File: src/rtl/i2c_master_ctrl.sv
// i2c_master_ctrl: single-byte I2C master (START, addr+R/W, ACK, one data byte,
// ACK/NACK, STOP) driven from the system clock in quarter-period steps.
// Optional build macro I2C_MASTER_CLK_STRETCH_EN: hold the quarter counter in Q2
// while the sensed SCL line is still low (slave clock stretching).
//
// state   | meaning
// --------+-----------------------------------------------------------
// S_IDLE  | waiting for a command, cmd_ready high, bus released
// S_START | SCL high, SDA driven 1 then 0 (START condition)
// S_ADDR  | shifting out {addr, rw}, MSB first
// S_AACK  | SDA released, sample slave address ACK
// S_WDATA | shifting out the write byte
// S_WACK  | SDA released, sample slave data ACK
// S_RDATA | SDA released, shifting in the read byte
// S_MACK  | master drives NACK (1) to end the single-byte read
// S_STOP  | SCL low/SDA low, SCL high, then SDA high (STOP condition)
// S_DONE  | one-cycle response pulse
module i2c_master_ctrl #(
  parameter int QTR = 250
) (
  input  logic       CLK,
  input  logic       RESET,
  input  logic       cmd_valid,
  output logic       cmd_ready,
  input  logic [6:0] cmd_addr,
  input  logic       cmd_rw,
  input  logic [7:0] cmd_wdata,
  output logic       rsp_valid,
  output logic [7:0] rsp_rdata,
  output logic       rsp_nack,
  output logic       busy,
  output logic       m_scl_o,
  input  logic       m_scl_i,
  output logic       m_sda_o,
  output logic       m_sda_o_en,
  input  logic       m_sda_i
);

  localparam int QW = (QTR > 1) ? $clog2(QTR) : 1;
  localparam logic [QW-1:0] QMAX = QW'(QTR - 1);

  typedef enum logic [3:0] {
    S_IDLE, S_START, S_ADDR, S_AACK, S_WDATA, S_WACK, S_RDATA, S_MACK, S_STOP, S_DONE
  } state_t;

  state_t      state, state_nx;
  logic [QW-1:0] qcnt;
  logic [1:0]  quarter;
  logic [2:0]  bit_cnt;
  logic [7:0]  shreg;
  logic [7:0]  wdata_r;
  logic [7:0]  rdata_sh;
  logic        rw_r;
  logic        samp;
  logic        nack_r;
  logic        stall;
  logic        q_last;
  logic        slot_end;
  logic        sample_now;
  logic        accept;

`ifdef I2C_MASTER_CLK_STRETCH_EN
  assign stall = (quarter == 2'd2) && !m_scl_i;
`else
  logic scl_unused;
  assign scl_unused = m_scl_i;
  assign stall = 1'b0;
`endif

  assign accept     = cmd_valid && (state == S_IDLE);
  assign q_last     = (qcnt == QMAX) && !stall;
  assign sample_now = q_last && (quarter == 2'd2);
  assign slot_end   = q_last && (quarter == 2'd3);

  // State register
  always_ff @(posedge CLK or posedge RESET) begin
    if (RESET) state <= S_IDLE;
    else       state <= state_nx;
  end

  // Quarter timer: counts clocks within a quarter, then advances the quarter
  always_ff @(posedge CLK or posedge RESET) begin
    if (RESET) begin
      qcnt    <= '0;
      quarter <= 2'd0;
    end else if (state == S_IDLE || state == S_DONE) begin
      qcnt    <= '0;
      quarter <= 2'd0;
    end else if (!stall) begin
      if (qcnt == QMAX) begin
        qcnt    <= '0;
        quarter <= quarter + 2'd1;
      end else begin
        qcnt <= qcnt + 1'b1;
      end
    end
  end

  // Command latch, shift registers, ACK sampling and response registers
  always_ff @(posedge CLK or posedge RESET) begin
    if (RESET) begin
      shreg     <= 8'h00;
      wdata_r   <= 8'h00;
      rdata_sh  <= 8'h00;
      rw_r      <= 1'b0;
      bit_cnt   <= 3'd0;
      samp      <= 1'b1;
      nack_r    <= 1'b0;
      rsp_rdata <= 8'h00;
      rsp_nack  <= 1'b0;
    end else begin
      if (accept) begin
        shreg    <= {cmd_addr, cmd_rw};
        wdata_r  <= cmd_wdata;
        rw_r     <= cmd_rw;
        bit_cnt  <= 3'd7;
        nack_r   <= 1'b0;
        rdata_sh <= 8'h00;
      end
      if (sample_now) begin
        samp <= m_sda_i;
        if (state == S_RDATA) rdata_sh <= {rdata_sh[6:0], m_sda_i};
      end
      // bit_cnt wraps 0 -> 7 at the end of each byte, ready for the next one
      if (slot_end) begin
        case (state)
          S_ADDR, S_WDATA: begin
            shreg   <= {shreg[6:0], 1'b0};
            bit_cnt <= bit_cnt - 3'd1;
          end
          S_RDATA: bit_cnt <= bit_cnt - 3'd1;
          S_AACK: begin
            shreg  <= wdata_r;
            nack_r <= samp;
          end
          S_WACK: nack_r <= samp;
          S_STOP: begin
            rsp_nack  <= nack_r;
            rsp_rdata <= (rw_r && !nack_r) ? rdata_sh : 8'h00;
          end
          default: ;
        endcase
      end
    end
  end

  // Next-state and bus/handshake outputs
  always_comb begin
    state_nx   = state;
    m_scl_o    = 1'b1;
    m_sda_o    = 1'b1;
    m_sda_o_en = 1'b0;
    cmd_ready  = 1'b0;
    rsp_valid  = 1'b0;
    busy       = 1'b1;
    case (state)
      S_IDLE: begin
        cmd_ready = 1'b1;
        busy      = 1'b0;
        if (cmd_valid) state_nx = S_START;
      end
      S_START: begin
        m_sda_o_en = 1'b1;
        m_sda_o    = !quarter[1];
        if (slot_end) state_nx = S_ADDR;
      end
      S_ADDR: begin
        m_scl_o    = quarter[1];
        m_sda_o_en = 1'b1;
        m_sda_o    = shreg[7];
        if (slot_end && bit_cnt == 3'd0) state_nx = S_AACK;
      end
      S_AACK: begin
        m_scl_o = quarter[1];
        if (slot_end) state_nx = samp ? S_STOP : (rw_r ? S_RDATA : S_WDATA);
      end
      S_WDATA: begin
        m_scl_o    = quarter[1];
        m_sda_o_en = 1'b1;
        m_sda_o    = shreg[7];
        if (slot_end && bit_cnt == 3'd0) state_nx = S_WACK;
      end
      S_WACK: begin
        m_scl_o = quarter[1];
        if (slot_end) state_nx = S_STOP;
      end
      S_RDATA: begin
        m_scl_o = quarter[1];
        if (slot_end && bit_cnt == 3'd0) state_nx = S_MACK;
      end
      S_MACK: begin
        m_scl_o    = quarter[1];
        m_sda_o_en = 1'b1;
        m_sda_o    = 1'b1;
        if (slot_end) state_nx = S_STOP;
      end
      S_STOP: begin
        m_scl_o    = quarter[1];
        m_sda_o_en = 1'b1;
        m_sda_o    = (quarter == 2'd3);
        if (slot_end) state_nx = S_DONE;
      end
      S_DONE: begin
        rsp_valid = 1'b1;
        state_nx  = S_IDLE;
      end
      default: state_nx = S_IDLE;
    endcase
  end

endmodule

File: config.mk
export PLATFORM = sky130hd
export DESIGN_NAME = i2c_master_ctrl
export DESIGN_NICKNAME = d
export VERILOG_FILES = /design/src/rtl/i2c_master_ctrl.sv
export SDC_FILE = /design/constraint.sdc
export NUM_CORES = 1
export LEC_CHECK = 0
export ABC_AREA = 1
export CAP_MARGIN = 10
export CORE_UTILIZATION = 30
export CTS_CLUSTER_SIZE = 12
export DETAILED_ROUTE_END_ITERATION = 8
export HOLD_SLACK_MARGIN = 0.1
export PLACE_DENSITY = 0.54
export REMOVE_ABC_BUFFERS = 1
export SLEW_MARGIN = 20
export SYNTH_ARGS = -nofsm -noshare
export SYNTH_HDL_FRONTEND = slang
export SYNTH_SLANG_ARGS = --single-unit
File: constraint.sdc
create_clock -name CLK -period 2.6 [get_ports CLK]
set_input_delay 0.52 -clock CLK [delete_from_list [all_inputs] [get_ports CLK]]
set_output_delay 0.52 -clock CLK [all_outputs]
set_load 0.03 [all_outputs]
# --- After elaboration in Yosys (flattened, before gate mapping) ---
# Cells that the tools add are included.
word_totals:
  register_bits: 53
  latch_bits: 0
  ram_bits: 0
  mem_bits_ro: 0
  in_bits: 21
  output_inout_bits: 15
  word_cells: 88
  n_memories: 0
classes:
  addsub: 3
  n_mul: 0
  div: 0
  magnitude_cmp: 0
  n_eq_ne: 20
  shift: 0
  n_mux: 34
  n_bitwise: 0
  reduce_logical: 19
op_table:
  columns: ["operator", "n"]
  rows:
  - ["2-to-1 mux 8 bit", 8]
  - ["2-to-1 mux 4 bit", 9]
  - ["one-hot mux 4 bit (8 select lines)", 1]
  - ["equality test 4 x 3 -> 1 bit (second input constant)", 4]
  - ["one-hot mux 8 bit (2 select lines)", 1]
  - ["inequality test 2 bit (second input constant)", 6]
  - ["2-to-1 mux 3 bit", 3]
  - ["adder 8 x 1 -> 8 bit (second input constant)", 1]
  - ["equality test 4 x 2 -> 1 bit (second input constant)", 2]
  - ["equality test 4 bit (second input constant)", 2]
  - ["equality test 8 bit (second input constant)", 1]
  - ["2-to-1 mux 1 bit", 8]
  - ["AND reduction 8 bit", 1]
  - ["OR reduction 7 bit", 1]
  - ["2-to-1 mux 2 bit", 3]
  - ["OR reduction 2 bit", 3]
  - ["logical AND 1 bit", 5]
  - ["OR reduction 5 bit", 1]
  - ["equality test 2 bit (second input constant)", 2]
  - ["equality test 4 x 1 -> 1 bit (second input constant)", 1]
  - ["zero test 4 bit", 1]
  - ["inequality test 2 x 1 -> 1 bit (second input constant)", 2]
  - ["zero test 3 bit", 1]
  - ["one-hot mux 1 bit (3 select lines)", 1]
  - ["7 further kinds", 8]

# --- Longest topological paths before layout ---
# Gate-level depths: netlist (run 1).
depth:
  word_depth: 5
  mapped_depth: 10

# --- Worst setup path before layout (run 1) ---
# Ideal clock, no wire load.
synth_path:
  path_type: "reg2out"
  from: "register state[0]"
  to: "output port m_sda_o"
  arrival_time_ps: 1332
  required_time_ps: 2080
  setup_slack_ps: 748
  stages_incl_launch_ff: 8
  n_path_buf: 2
  path_cell_list: "dfrtp_1 buf_6 nor2_2 nand2_1 inv_2 nand2_2 buf_2 o2111ai_1"
synth_between:
  elab_chain_len: 3
  word_cells_on_any_way: 6
  classes_between: "eq/ne (4); mux (1); reduce/logical (1)"
synth_lines:
  columns: ["item", "line", "text"]
  rows:
  - ["start, declared", "46", "state_t state, state_nx;"]
  - ["start signal, assigned", "78", "else state <= state_nx;"]
  - ["equality test 4 x 2 -> 1 bit / equality test 4 x 3 -> 1 bit (equally long branches)", "156", "case (state)"]
  - ["OR reduction 2 bit (no line)", null, null]
  - ["one-hot mux 1 bit (3 select lines) *", "156", null]
  - ["end, declared", "34", "output logic m_sda_o,"]
# Mark *: on every way between the ends. The rest lies on a longest branch, timed or not.

# --- Worst setup path in the final report (run 1) ---
layout_path:
  from: "register state[1]"
  to: "output port m_sda_o"
# Same word-level chain as after synthesis.

==> summary.txt, run 1 <==
Route
  – Routed wl met2: 2550 um
  – Remaining antenna violation count: 0
  – Wire length on met3: 189 um
  – Final WL: 5580 um
  – Met1 WL: 2820 um
  – DR vias: 2,191
  – DRT iter0 DRCs: 76
  – Drc violations: 2
  – Routed vias/inst: 4.49
  – Detailed-route wire length per cell: 11.4 um
  – DR pass1 iterations: 6
  – Top Layer Used: met4

Yosys
  – Top-count cell post-synth: nand2_1
  – Distinct cells, synth: 28
  – Mapped cell area: 2750 um^2
  – Cells after Synth: 341
  – Synth warn: 0
  – Cell taking the most area after synthesis: dfrtp_1
  – Post-synth EDFFs: 0
  – Syn Area/Cell: 8.08 um^2
  – Async S/R FF share, synth: 1.00
  – Top_reg_cell synth: dfrtp_1
  – Synth Register Bits: 53
  – Synth area leaders: dfrtp_1, nand2_1, nand3_1
  – Top cell type's share of synthesized area: 0.473
  – Commonest cells post-synth: nand2_1, dfrtp_1, nand3_1
  – Seq/Total Area, Yosys: 0.482

Status
  – Failing checks: DRC
  – Outcome: finished, violations left

Critical path
  – Crit path to: m_sda_o
  – Critical Path Source Type: flip-flop
  – Crit-path max cell delay: 0.48 ns
  – Max FO, Critical Path: 7
  – Reg2Reg Setup Slack: 0.94 ns
  – Critical Path AT: 1.91 ns
  – Reg2reg end: shreg[7]
  – Critical path type: reg -> out
  – Crit-path cells: inv_1, nand2_1, nand3_1, nand3_1, o2111ai_1, dlygate4sd2_1
  – Worst Path Required: 2.08 ns
  – Worst Setup SP: state[1]
  – Critical path capture point type: output port
  – Crit-path slowest cell: dfrtp_1
  – Reg2Reg Depth: 9
  – Most frequent CP cell: nand3_1
  – R2R Path Start: state[3]

Clock tree
  – CTS Sinks: 53
  – H-tree Lvls: 2
  – Clock Tree Root: clkbuf_8
  – Clk buf depth: 2
  – Post CTS Setup Buffer Count: 0
  – Clock transition at path regs: 0.10 ns
  – CTS tree: built
  – Inserted Clock Buffers: 5
  – Clock latency on the worst-skew pair: 0.30 ns
  – Post-cts hold buffer count: 0

Global routing
  – Vias in the first global route: 2,187
  – Gr ovfl total: 0
  – Initial antenna violation count: 0
  – All-layer global routing usage: 0.131
  – First-pass GRT wire length: 10,300 um
  – Largest net degree at the start of global routing: 32

STA
  – Unrepaired setup endpoints after global routing: no
  – Worst hold margin: 0.464 ns
  – Final period util: 0.935
  – Clk_skew: 0.00667 ns
  – Max-slew violations: 0
  – Final worst slack: 0.170 ns
  – Worst-Margin Slew: 0.504 ns
  – Tmin final: 2.43 ns
  – F_max: 412 MHz
  – Fin Setup TNS: 0 ns
  – Fin. Hold Viols: 0
  – Slew HR: 0.664
  – Setup Viol. Count Final: 0

Power and ir drop
  – Total power: 1.37 mW
  – PwrDens: 415 nW/um^2
  – P_leak: 1.69 nW
  – Maximum VDD drop: 0.190 mV

Flow run
  – Max_cap viols: 0

Layout
  – Final non-filler cell total: 488
  – Share of layout cells above drive strength 1: 0.108
  – N_diodes: 0
  – Synthesis-to-finish area growth: 19.4%
  – Final #Nets: 406

Die
  – Row Count: 34
  – Core footprint: 8810 um^2
  – Total Die Area: 9570 um^2
  – Die height: 97.8 um
  – Die X: 97.8 um
  – Ports: 36
  – Starting Density: 0.313

Placed design
  – Dpl cells: 480
  – Port bufs: 34
  – Post-DP HPWL: 4000 um
  – Placer congestion estimate: 0.830
  – Post-Place Setup Slack: 0.267 ns

Hold path
  – Hold Path Class: reg -> reg
==> flip-flops by register name (all words and copies together), names as in the netlist <==
| signal | cells |
|---|---|
| shreg | 8 |
| wdata_r | 8 |
| bit_cnt | 3 |
| samp | 1 |
| state | 4 |
| rdata_sh | 8 |
| rsp_rdata | 8 |
| qcnt | 8 |
| rsp_nack | 1 |
| quarter | 2 |
| nack_r | 1 |
| rw_r | 1 |
==> where the power goes <==
group / internal [mW] / total, mW / switching (mW)
combinational: 0.0310 / 0.0579 / 0.0268
clock: 0.193 / 0.472 / 0.279
sequential: 0.832 / 0.837 / 0.00432
total: 1.06 / 1.37 / 0.310
==> layout make-up <==
| class | instances | area [um^2] |
|---|---|---|
| clock buffers | 6 | 72.6 |
| multi-input cells | 253 | 1260 |
| well taps | 108 | 135 |
| flip-flops and latches | 53 | 1330 |
| clock inverters | 2 | 13.8 |
| repair buffers | 37 | 372 |
| fillers | 892 | 5520 |
| inverters | 29 | 111 |
==> metal layers <==
metal | GRT usage | up-vias
li1 | - | 1154
met2 | 0.215 | 39
met5 | 0 | -
met4 | 0.0245 | 0
met3 | 0.0243 | 4
met1 | 0.182 | 994
==> worst min-delay path by stage <==
stage                           from  depth (start not counted)         end
after floorplan           bit_cnt[0]                          1  bit_cnt[0]
after global placement    bit_cnt[0]                          1  bit_cnt[0]
after detailed placement  bit_cnt[0]                          1  bit_cnt[0]
after CTS                 bit_cnt[0]                          1  bit_cnt[0]
after global routing      bit_cnt[0]                          1  bit_cnt[0]
final                     bit_cnt[0]                          1  bit_cnt[0]
==> layout by cell type (no fill, tap or decap) <==
cell and count:
clkdlybuf4s50_1 31, xor2_1 2, nand4_1 2, a31oi_1 1, clkbuf_8 5, nand2_1 138, nand3_2 1, clkbuf_1 1
nor2_1 14, nor2_8 3, inv_1 23, clkinv_2 1, buf_12 1, dlygate4sd2_1 3, inv_6 1, o21ai_1 10
nand2_2 5, ha_1 6, nor2_2 5, a21oi_1 6, dfrtp_1 52, inv_4 1, nor2_4 4, buf_4 2
dfstp_2 1, o2111ai_1 1, nand3_1 31, a21o_1 1, or2_2 1, o21ai_0 16, inv_2 5, nand2_4 3
o211ai_1 1, a21oi_2 2
==> cell families after synthesis <==
logic type / count (synthesis) / synth area share
flops: 53 / 0.482
fa+ha+maj: 6 / 0.0273
compound gates: 38 / 0.0754
xor+xnor: 2 / 0.00636
buf+inv: 35 / 0.0627
simple gates: 207 / 0.346
==> worst max-delay path: cells and delay by family, from the launching register on <==
| kind | cells | cell delay [ns] |
|---|---|---|
| simple gates | 3 | 0.49 |
| buf+inv | 2 | 0.49 |
| compound gates | 1 | 0.16 |
| flops | 1 | 0.48 |
==> stage by stage <==
step,cell area [um^2],util
5_1_grt,3290,0.373
2_1_floorplan,2690,-
3_5_place_dp,3200,0.364
4_1_cts,3290,0.373
6_report,3290,0.373
3_3_place_gp,3200,0.364
==> what timing repair did <==
action | 4_1_cts | 5_1_grt
endpoints found under the setup margin | 3 | 1
gates resized for setup | 3 | 1
gates cloned | 0 | 0
(Power assumes the default switching activity.)
==> inputs of run 2 (changes only) <==
CORE_ASPECT_RATIO = 1.75   (was not set)
CTS_CLUSTER_SIZE = 16   (was 12)
SLEW_MARGIN = not set   (was 20)
==> summary.txt, run 2 (synthesized netlist as in run 1, its figures left out) <==
Hold path
  – Worst hold start: bit_cnt[0]
  – Hold Path Class: reg -> reg

STA
  – Worst-Margin Slew: 0.546 ns
  – Fin Setup TNS: 0 ns
  – Clk_skew: 0.00571 ns
  – Worst hold margin: 0.448 ns
  – Max-slew violations: 0
  – Fin. Hold Viols: 0
  – Final worst slack: 0.187 ns
  – Tmin final: 2.41 ns
  – Setup Viol. Count Final: 0
  – Slew HR: 0.634
  – Unrepaired setup endpoints after global routing: no
  – Final period util: 0.928
  – F_max: 414 MHz

Clock tree
  – Clock transition at path regs: 0.07 ns
  – Clock Tree Root: clkbuf_16
  – H-tree Lvls: 2
  – Clock latency on the worst-skew pair: 0.29 ns
  – CTS Sinks: 53
  – Post-cts hold buffer count: 0
  – Clk buf depth: 2
  – CTS tree: built
  – Inserted Clock Buffers: 5

Critical path
  – R2R Path Start: qcnt[1]
  – WP depth: 6
  – Reg2Reg Setup Slack: 0.99 ns
  – Crit-path slowest cell: dfrtp_1
  – Crit-path cells: nor2_2, nand2_1, inv_2, a21oi_1, or2_2, dlygate4sd2_1
  – Reg2Reg Depth: 9
  – Max FO, Critical Path: 7
  – CP delay by family, top: simple AND/OR/NAND/NOR gates
  – Critical path type: reg -> out
  – Critical path capture point type: output port
  – Worst path buffer plus inverter count: 2
  – Worst Path Required: 2.08 ns
  – Critical Path Source Type: flip-flop
  – Crit path to: m_scl_o
  – Critical Path AT: 1.89 ns
  – Reg2reg end: shreg[1]
  – Worst Setup SP: state[1]
  – Crit-path max cell delay: 0.47 ns

Route
  – DRT iter0 DRCs: 89
  – Drc violations: 0
  – DR vias: 2,247
  – Detailed-route wire length per cell: 11.7 um
  – Remaining antenna violation count: 0
  – Routed vias/inst: 4.50
  – Final WL: 5860 um
  – DR pass1 iterations: 4

Layout
  – Synthesis-to-finish area growth: 23.4%
  – Share of layout cells above drive strength 1: 0.110
  – Most frequent cells in the layout: nand2_1, dfrtp_1, nand3_1, clkdlybuf4s50_1, inv_1
  – Final Instance Area: 3400 um^2
  – # fillers: 956
  – N_diodes: 0
  – Final non-filler cell total: 499
  – Most common cell after layout, fill and taps aside: nand2_1
  – Final #Nets: 408
  – Util after Layout: 0.387

Placed design
  – Port bufs: 34
  – Post-DP HPWL: 4440 um
  – Dpl cells: 491
  – Post-Place Setup Slack: 0.239 ns
  – Placed instance area: 3230 um^2
  – Placer congestion estimate: 0.835

Global routing
  – All-layer global routing usage: 0.141
  – First-pass GRT wire length: 10,300 um
  – Vias in the first global route: 2,245
  – Largest net degree at the start of global routing: 29
  – Initial antenna violation count: 0
  – Gr ovfl total: 0

Status
  – Outcome: finished clean

Die
  – Ports: 36
  – Core footprint: 8780 um^2
  – Total Die Area: 9580 um^2
  – Die height: 129 um
  – Die X: 74.4 um
  – Row Count: 45
  – Starting Density: 0.314

Power and ir drop
  – P_leak: 1.74 nW
  – Maximum VDD drop: 0.373 mV
  – PwrDens: 492 nW/um^2
  – Total power: 1.67 mW

Flow run
  – Max_cap viols: 0
## run 2: layout make-up
cell class	instances	area, um^2	area share
clock inverters	1	30.0	0.00884
inverters	29	111	0.0328
flip-flops and latches	53	1330	0.391
multi-input cells	253	1250	0.369
well taps	117	146	0.0431
clock buffers	7	143	0.0420
repair buffers	39	387	0.114
## run 2: worst register-to-register path: cells and delay by family (launching register included)
| kind | cells | cell delay, ns |
|---|---|---|
| fa+ha+maj | 1 | 0.13 |
| buf+inv | 2 | 0.17 |
| flops | 1 | 0.39 |
| simple gates | 6 | 0.81 |
## run 2: worst min path at each step
| stage | endpoint | slack (ns) | cells after the start |
|---|---|---|---|
| after floorplan | bit_cnt[0] | 0.43 | 1 |
| after global placement | bit_cnt[0] | 0.44 | 1 |
| after CTS | bit_cnt[0] | 0.45 | 1 |
| after global routing | bit_cnt[0] | 0.47 | 1 |
| after detailed placement | bit_cnt[0] | 0.44 | 1 |
| final | bit_cnt[0] | 0.45 | 1 |
## run 2: power by group
part | total (mW) | switching [mW] | internal (mW)
sequential | 0.837 | 0.00440 | 0.833
combinational | 0.0587 | 0.0268 | 0.0320
clock | 0.774 | 0.293 | 0.481
total | 1.67 | 0.324 | 1.35
## run 2: metal layers
layer / vias up / wire length (um) / track usage
met3: 12 / 145 / 0.0235
met5: - / 0 / 0
met4: 0 / 192 / 0.0733
li1: 1161 / - / -
met2: 45 / 3160 / 0.246
met1: 1029 / 2350 / 0.159
## run 2: timing repair
| item | 4_1_cts | 5_1_grt |
|---|---|---|
| resized for setup | 3 | 0 |
| buffers inserted | 0 | 0 |
| endpoints found under the setup margin | 3 | 0 |
